--- config.mk ---
export PLATFORM = sky130hd
export DESIGN_NAME = mxu_seq_ctrl
export DESIGN_NICKNAME = d
export VERILOG_FILES = /design/src/rtl/mxu_seq_ctrl.sv
export SDC_FILE = /design/constraint.sdc
export NUM_CORES = 1
export LEC_CHECK = 0
export CAP_MARGIN = 0
export CORE_AREA = 2 2 222 224
export DETAILED_ROUTE_END_ITERATION = 6
export DIE_AREA = 0 0 224 226
export SYNTH_ARGS = -nofsm -noshare
export SYNTH_HDL_FRONTEND = slang
export SYNTH_SLANG_ARGS = --single-unit
export TNS_END_PERCENT = 5
--- constraint.sdc ---
create_clock -name clk -period 3.95 [get_ports clk]
set_clock_uncertainty 0.1 [all_clocks]
set_input_delay 1.185 -clock clk [delete_from_list [all_inputs] [get_ports clk]]
set_output_delay 1.185 -clock clk [all_outputs]
set_load 0.02 [all_outputs]
--- src/rtl/mxu_seq_ctrl.sv ---
// MXU sequencer: accepts one command, streams operand rows into the MXU, waits for results,
// then drains result rows. Optional WAIT watchdog is built in with `define MXU_SEQ_TMO_EN.
module mxu_seq_ctrl #(
  parameter int unsigned TMO_CYC = 1023
) (
  input  logic         clk,
  input  logic         rst,
  input  logic         cmd_vld,
  output logic         cmd_rdy,
  input  logic         cmd_clr,
  input  logic [3:0]   cmd_len,
  input  logic         cmd_act_vld,
  input  logic [1:0]   cmd_act_type,
  input  logic         cmd_pool_vld,
  input  logic [1:0]   cmd_pool_size,
  input  logic         row_vld,
  output logic         row_rdy,
  input  logic [127:0] row_iram_pld,
  input  logic [127:0] row_wram_pld,
  output logic         lsu_mxu_vld,
  output logic         lsu_mxu_clr,
  output logic         lsu_mxu_wfi,
  output logic [15:0]  lsu_mxu_iram_vld,
  output logic [15:0]  lsu_mxu_wram_vld,
  output logic [127:0] lsu_mxu_iram_pld,
  output logic [127:0] lsu_mxu_wram_pld,
  output logic         lsu_mxu_act_vld,
  output logic [1:0]   lsu_mxu_act_type,
  output logic         lsu_mxu_pool_vld,
  output logic [1:0]   lsu_mxu_pool_size,
  input  logic         mxu_lsu_rdy,
  input  logic         mxu_lsu_data_rdy,
  output logic         res_vld,
  input  logic         res_rdy,
  output logic [3:0]   res_idx,
  output logic         err_tmo
);

  typedef enum logic [2:0] {StIdle, StClr, StLoad, StWait, StDrain} state_e;

  state_e     state_q;
  logic [3:0] len_q;
  logic [3:0] row_cnt_q;

`ifdef MXU_SEQ_TMO_EN
  localparam int unsigned TmoW = (TMO_CYC > 1) ? $clog2(TMO_CYC) : 1;
  logic [TmoW-1:0] tmo_cnt_q;
`else
  // TMO_CYC only matters when the watchdog is built in.
  assign err_tmo = 1'b0 & (TMO_CYC == 0);
`endif

  always_ff @(posedge clk) begin
    if (rst) begin
      state_q           <= StIdle;
      len_q             <= '0;
      row_cnt_q         <= '0;
      cmd_rdy           <= 1'b0;
      row_rdy           <= 1'b0;
      lsu_mxu_vld       <= 1'b0;
      lsu_mxu_clr       <= 1'b0;
      lsu_mxu_wfi       <= 1'b0;
      lsu_mxu_iram_vld  <= '0;
      lsu_mxu_wram_vld  <= '0;
      lsu_mxu_iram_pld  <= '0;
      lsu_mxu_wram_pld  <= '0;
      lsu_mxu_act_vld   <= 1'b0;
      lsu_mxu_act_type  <= '0;
      lsu_mxu_pool_vld  <= 1'b0;
      lsu_mxu_pool_size <= '0;
      res_vld           <= 1'b0;
      res_idx           <= '0;
`ifdef MXU_SEQ_TMO_EN
      tmo_cnt_q         <= '0;
      err_tmo           <= 1'b0;
`endif
    end else begin
      // Strobes default low; only the cycle that raises them holds them high.
      lsu_mxu_vld      <= 1'b0;
      lsu_mxu_clr      <= 1'b0;
      lsu_mxu_iram_vld <= '0;
      lsu_mxu_wram_vld <= '0;
`ifdef MXU_SEQ_TMO_EN
      err_tmo          <= 1'b0;
`endif
      unique case (state_q)
        StIdle: begin
          if (cmd_vld && cmd_rdy) begin
            cmd_rdy           <= 1'b0;
            len_q             <= cmd_len;
            row_cnt_q         <= '0;
            lsu_mxu_act_vld   <= cmd_act_vld;
            lsu_mxu_act_type  <= cmd_act_type;
            lsu_mxu_pool_vld  <= cmd_pool_vld;
            lsu_mxu_pool_size <= cmd_pool_size;
            if (cmd_clr) begin
              state_q     <= StClr;
              lsu_mxu_clr <= 1'b1;
            end else begin
              state_q <= StLoad;
              row_rdy <= 1'b1;
            end
          end else begin
            cmd_rdy <= mxu_lsu_rdy;
          end
        end
        StClr: begin
          state_q <= StLoad;
          row_rdy <= 1'b1;
        end
        StLoad: begin
          if (row_vld && row_rdy) begin
            lsu_mxu_vld      <= 1'b1;
            lsu_mxu_iram_vld <= 16'h0001 << row_cnt_q;
            lsu_mxu_wram_vld <= 16'h0001 << row_cnt_q;
            lsu_mxu_iram_pld <= row_iram_pld;
            lsu_mxu_wram_pld <= row_wram_pld;
            if (row_cnt_q == len_q) begin
              state_q     <= StWait;
              row_rdy     <= 1'b0;
              lsu_mxu_wfi <= 1'b1;
              row_cnt_q   <= '0;
`ifdef MXU_SEQ_TMO_EN
              tmo_cnt_q   <= '0;
`endif
            end else begin
              row_cnt_q <= row_cnt_q + 4'd1;
            end
          end
        end
        StWait: begin
          if (mxu_lsu_data_rdy) begin
            state_q     <= StDrain;
            lsu_mxu_wfi <= 1'b0;
            res_vld     <= 1'b1;
            res_idx     <= '0;
          end
`ifdef MXU_SEQ_TMO_EN
          else if (tmo_cnt_q == TmoW'(TMO_CYC - 1)) begin
            state_q     <= StIdle;
            lsu_mxu_wfi <= 1'b0;
            lsu_mxu_clr <= 1'b1;
            err_tmo     <= 1'b1;
            cmd_rdy     <= mxu_lsu_rdy;
          end else begin
            tmo_cnt_q <= tmo_cnt_q + 1'b1;
          end
`endif
        end
        StDrain: begin
          if (res_rdy) begin
            if (res_idx == len_q) begin
              state_q <= StIdle;
              res_vld <= 1'b0;
              res_idx <= '0;
              cmd_rdy <= mxu_lsu_rdy;
            end else begin
              res_idx <= res_idx + 4'd1;
            end
          end
        end
        default: state_q <= StIdle;
      endcase
    end
  end

endmodule

==> results.md, run 1 <==
* Final setup fails at 0
* Die area at 0.0506 sq mm
* Final setup TNS at 0 ps
* Crit path launch: res_idx[2]
* DP HPWL at 28.7 mm
* DIE HEIGHT at 226 um
* RSZ-0062 raised after global routing: no
* Max-Slew Margin vs Limit at 0.482
* Crit path launch type: flip-flop
* Pwr/cell area at 363 mW/mm^2
* Top cells by area, synth: dfxtp_1, nand2_1, a21oi_1, clkbuf_1, buf_2
* Core Area at 0.0483 sq mm
* Commonest non-fill, non-tap cells in the layout: clkdlybuf4s50_1, nand2_1, dfxtp_1
* Global router's overall resource usage at 0.145
* Worst path max stage delay at 670 ps
* Initial antenna violation count at 0
* Setup CP Type: flip-flop to primary output
* Measured slew at the worst slew-check pin at 778 ps
* Post-synth EDFFs at 0
* Leak at 6.05 nW
* Cell variety after synth at 45
* WL/cell at 15.6 um
* CTS tree: built
* Worst path top cell family by delay: buffers and inverters
* Critical path required time at 2660 ps
* Yosys reg bits at 299
* IO Pins at 579
* Final Max Slew Viols at 0
* Synth Instances at 1325
* Slowest CP cell: clkdlybuf4s50_1
* Sequential cell area fraction in the yosys report at 0.560
* Clock sinks at 299
* First DRT Iteration DRCs at 574
* Synth Flop Type: dfxtp_1
* Cell taking the most area after synthesis: dfxtp_1
* Finished Layout Cells at 2497
* Reg2reg start: state_q[1]
* Critical Path End Type: primary output
* Via count at 10825
* Buf+Inv Stages, Crit Path at 1
* Commonest non-fill, non-tap cell in the layout: clkdlybuf4s50_1
* Min-delay src: lsu_mxu_wram_pld[111]
* Crit path DAT at 1630 ps
* DRC errors left at 0
* VDD IR max at 0.209 mV
* DR vias/cell at 4.34
* Clk pwr share at 0.474
* PnR Total Power at 6.58 mW
* Nets at 2132
* Clock Path Buffers at 3
* Gr ovfl total at 0
* Clock transition at path regs at 60 ps
* Synth warn at 0
* RePlAce Congestion at 0.800
* Sequential power share at 0.462
* Vias in the first global route at 10614
* Reg-to-Reg End: lsu_mxu_iram_pld[116]
* Area after DPL at 0.0170 sq mm
* Layout cells sized above 1 at 0.0453
* DRT Pass-1 Iters at 5
* DRT Wirelength at 39.0 mm
* Final Util at 0.375
* Critical-path cell list: clkdlybuf4s50_1
* Maxcap violations at 0
* Post-CTS resize count at 0
* Reg2Reg Depth at 6
* Maximum clock frequency at 343 MHz
* Sw frac at 0.212
* Cell area after synthesis at 0.0107 sq mm
* Clock latency on the worst-skew pair at 520 ps
* Largest net degree at the start of global routing at 110
* HP Class: flip-flop to flip-flop
* Post-CTS setup buffers at 0
* FFs w/ async S/R, synth at 0
* Depth of the CTS H-tree at 2
* Diodes inserted at 0
* Worst Hold End: lsu_mxu_wram_pld[111]
* FP Rows at 81
* Cts bufs inserted at 35
* Sw Pwr at 1.40 mW
* Synth top area share at 0.560
* Cell area after layout at 0.0181 sq mm
* Chip width at 224 um
* Placed insts at 2436
* Crit Path Max Fanout at 6
* Int Pwr at 5.18 mW
* Fin crit period at 2910 ps
* Syn avg cell area at 8.07 sq um
* Hold_buf cts at 0
* R2R setup slack at 1630 ps
* Final hold vios at 0
* Tcrit/Tclk final at 0.738
* Syn nets at 1606
* Root buf cell: clkbuf_16
* First-pass GRT wire length at 58.3 mm
* Hold path cells at 2
* Area growth syn-to-layout at 69.5%
* Initial Util at 0.221
* Port Buffer Count at 577
* Status: complete, no violations
* Gate power share at 0.064
* ANT nets after route at 0
[cell families (layout without fill, tap and decap cells)]
group,after synthesis,count (layout),synth area share
adders and majority gates,7,7,0.00819
other,1,1,0.000351
muxes,11,11,0.0103
xor gates and xnor gates,8,8,0.00655
AOI/OAI and AO/OA,286,286,0.139
DFF,299,299,0.560
buffers and inverters,119,669,0.0517
and+or+nand+nor,594,594,0.224
[power groups by stage]
stage	sequential, mW	combinational, mW	clock (mW)
2_1_floorplan	3.11	0.0864	0
3_3_place_gp	3.10	0.421	0
3_5_place_dp	3.11	0.421	0
4_1_cts	3.04	0.425	3.23
5_1_grt	3.04	0.447	3.35
6_report	3.04	0.421	3.12
[final cells by class]
class / instances / area (sq um)
clock inverter: 6 / 30.0
inverter: 6 / 22.5
sequential: 299 / 5990
tap: 622 / 778
fill: 4944 / 30200
clock buffer: 55 / 1080
timing repair buffer: 602 / 6050
multi-input combinational: 907 / 4170
[how the worst max path moves through the flow]
stage | cells past startpoint | end | slack, ps
3_5_place_dp | 7 | lsu_mxu_iram_pld[116] | 790
2_1_floorplan | 7 | lsu_mxu_wram_pld[0] | 1530
6_report | 1 | res_idx[2] | 1040
5_1_grt | 1 | res_idx[2] | 950
3_3_place_gp | 7 | lsu_mxu_iram_pld[95] | 810
4_1_cts | 1 | res_idx[2] | 1000
[metrics by stage]
stage	hold WS (ps)	setup WS, ps
final	352	1040
after global routing	370	955
after CTS	353	995
after detailed placement	346	789
after global placement	342	812
after floorplan	401	1530
[cells in the mapped netlist (6+ instances only)]
cell type,count
buf_2,31
a21oi_1,267
nand3_1,10
dfxtp_1,299
buf_4,18
mux2i_1,11
and3_1,13
ha_1,7
nor2_1,19
nand2_1,523
inv_1,6
xnor2_1,8
clkbuf_1,61
[worst min-delay path, cell delays in order (launching register included)]
cell and delay [ps]:
dfxtp_1 300, nand2_1 50, a21oi_1 50
[state kept, by name, summed over array words and instances (netlist names), 2 cells and up]
register / cells
len_q: 4
lsu_mxu_act_type: 2
lsu_mxu_iram_pld: 128
lsu_mxu_pool_size: 2
lsu_mxu_wram_pld: 128
lsu_mxu_wram_vld: 16
res_idx: 4
row_cnt_q: 4
state_q: 3
[per-layer routing]
| layer | global-route usage | vias up | share of wire |
|---|---|---|---|
| met3 | 0.0585 | 62 | 0.10 |
| met4 | 0.0492 | 0 | 0.027 |
| met2 | 0.255 | 437 | 0.49 |
| li1 | - | 5352 | - |
| met1 | 0.159 | 4974 | 0.38 |
| met5 | 0 | - | 0 |
Power figures use the tool's default switching activity.
==> inputs of run 2 (changes only) <==
clock period = 2.4 ns   (was 3.95 ns; I/O delays follow)
==> run 2 against run 1 <==
Routed wire length shrank 0.18%. Core utilization grew 0.74 points. Non-clock buffer count grew 26. Flip-flop and latch count is the same. Global-route usage is essentially flat. Highest routed layer unchanged.
==> results.md, run 2 (synthesized netlist as in run 1, its figures left out) <==
* Status: complete, no violations
* Gr ovfl total at 0 (unchanged)
* RSZ-0062 raised after global routing: no
* WL/cell at 15.4 um (-1.1%)
* Clock latency on the worst-skew pair at 520 ps (about the same)
* Maximum clock frequency at 427 MHz
* Setup CP Type: flip-flop to primary output
* Initial Util at 0.221 (unchanged)
* Depth of the CTS H-tree at 2 (unchanged)
* Chip width at 224 um (unchanged)
* Critical path required time at 1580 ps (-1080 ps)
* Global router's overall resource usage at 0.146 (+0.000374)
* Hold_buf cts at 0 (unchanged)
* Commonest non-fill, non-tap cell in the layout: clkdlybuf4s50_1
* Largest regs: lsu_mxu_iram_pld x128, lsu_mxu_wram_pld x128, lsu_mxu_wram_vld x16
* Clock Path Buffers at 3 (unchanged)
* DRT Pass-1 Iters at 7 (+2)
* Commonest non-fill, non-tap cells in the layout: clkdlybuf4s50_1, nand2_1, dfxtp_1
* Tcrit/Tclk final at 0.976
* DR vias/cell at 4.30 (-0.71%)
* Setup WS pre-CTS at -128 ps (-917 ps)
* Crit path DAT at 1520 ps (-110 ps)
* Initial antenna violation count at 0 (unchanged)
* Worst path max stage delay at 630 ps (-40 ps)
* Critical-path cell list: clkdlybuf4s50_1
* First DRT Iteration DRCs at 421 (-27%)
* Cts bufs inserted at 35 (unchanged)
* Clock sinks at 299 (unchanged)
* Clock transition at path regs at 60 ps (about the same)
* Fill count at 4917 (-0.55%)
* Final setup TNS at 0 ps (unchanged)
* Critical Path End Type: primary output
* Diodes inserted at 0 (unchanged)
* DIE HEIGHT at 226 um (unchanged)
* Worst path top cell family by delay: buffers and inverters
* Measured slew at the worst slew-check pin at 536 ps (-242 ps)
* VDD IR max at 0.397 mV (+91%)
* Final worst slack at 58.1 ps (-977 ps)
* Largest net degree at the start of global routing at 99 (-10%)
* Final setup fails at 0 (unchanged)
* Vias in the first global route at 10721 (+1.0%)
* First-pass GRT wire length at 58.6 mm (+0.40%)
* Pwr/cell area at 601 mW/mm^2 (+66%)
* Crit Path Max Fanout at 2 (-4)
* Root buf cell: clkbuf_16
* Slowest CP cell: clkdlybuf4s50_1
* FP Rows at 81 (unchanged)
* Final Util at 0.382 (+0.00740)
* Layout cells sized above 1 at 0.0574 (+0.0121)
* Area growth syn-to-layout at 72.9%
* Nets at 2158 (+1.2%)
* CTS tree: built
* Crit path launch type: flip-flop
* HP Class: flip-flop to flip-flop
* DRT Wirelength at 38.9 mm (-0.18%)
* DP HPWL at 29.4 mm (+2.5%)
* Final hold vios at 0 (unchanged)
* Max-Slew Margin vs Limit at 0.642 (+0.161)
* Leak at 6.41 nW (+6.0%)
* IO Pins at 579 (unchanged)
* Worst hold slack at 350 ps (-1.92 ps)
* DRC errors left at 0 (unchanged)
* Port Buffer Count at 577 (unchanged)
* RePlAce Congestion at 0.774 (-3.2%)
* Via count at 10851 (+0.24%)
* Fin crit period at 2340 ps
* Maxcap violations at 0 (unchanged)
* Final Max Slew Viols at 0 (unchanged)
* Buf+Inv Stages, Crit Path at 1 (unchanged)
* Post-CTS setup buffers at 0 (unchanged)
* Core Area at 0.0483 sq mm (unchanged)
* Die area at 0.0506 sq mm (unchanged)
* ANT nets after route at 0 (unchanged)
==> run 2: worst paths after layout <==
path / start / end / slack (ps) / cells past startpoint
max: lsu_mxu_wram_pld[47] / lsu_mxu_wram_pld[47] / 60 / 1
min: lsu_mxu_iram_pld[36] / lsu_mxu_iram_pld[36] / 350 / 2
max reg2reg: state_q[1] / lsu_mxu_iram_pld[7] / 430 / 6
min reg2reg: lsu_mxu_iram_pld[36] / lsu_mxu_iram_pld[36] / 350 / 2
==> run 2: layout make-up <==
class	instances	area (sq um)	area share
repair buffers	628	6360	0.344
clock inverters	6	108	0.00582
multi-input cells	907	4170	0.226
clock buffers	53	1060	0.0571
inverters	6	22.5	0.00122
flip-flops and latches	299	5990	0.324
well taps	622	778	0.0421
==> run 2: what timing repair did <==
item | in CTS | in global routing
cloned | 0 | 0
hold endpoints to repair | 0 | 0
setup endpoints to repair | 12 | 6
resized for setup | 12 | 6
pin swaps | 0 | 0
==> run 2: report_power, final <==
| part | switching (mW) | internal, mW |
|---|---|---|
| clock | 2.05 | 3.34 |
| combinational | 0.239 | 0.475 |
| sequential | 0.0177 | 4.98 |
| total | 2.31 | 8.80 |
==> run 2: through the flow <==
step | instances | cell area, sq um | total power, mW
6_report | 2521 | 18500 | 11.1
3_3_place_gp | 2462 | 17300 | 5.83
3_5_place_dp | 2462 | 17300 | 5.83
2_1_floorplan | 1325 | 10700 | 5.26
4_1_cts | 2521 | 18500 | 11.3
5_1_grt | 2521 | 18500 | 11.5
==> run 2: metal layers <==
metal | up-vias | track usage | routed length [um]
li1 | 5400 | - | -
met1 | 4959 | 0.161 | 15200
met2 | 426 | 0.257 | 19400
met3 | 66 | 0.0541 | 3380
met4 | 0 | 0.0488 | 983
met5 | - | 0 | 0
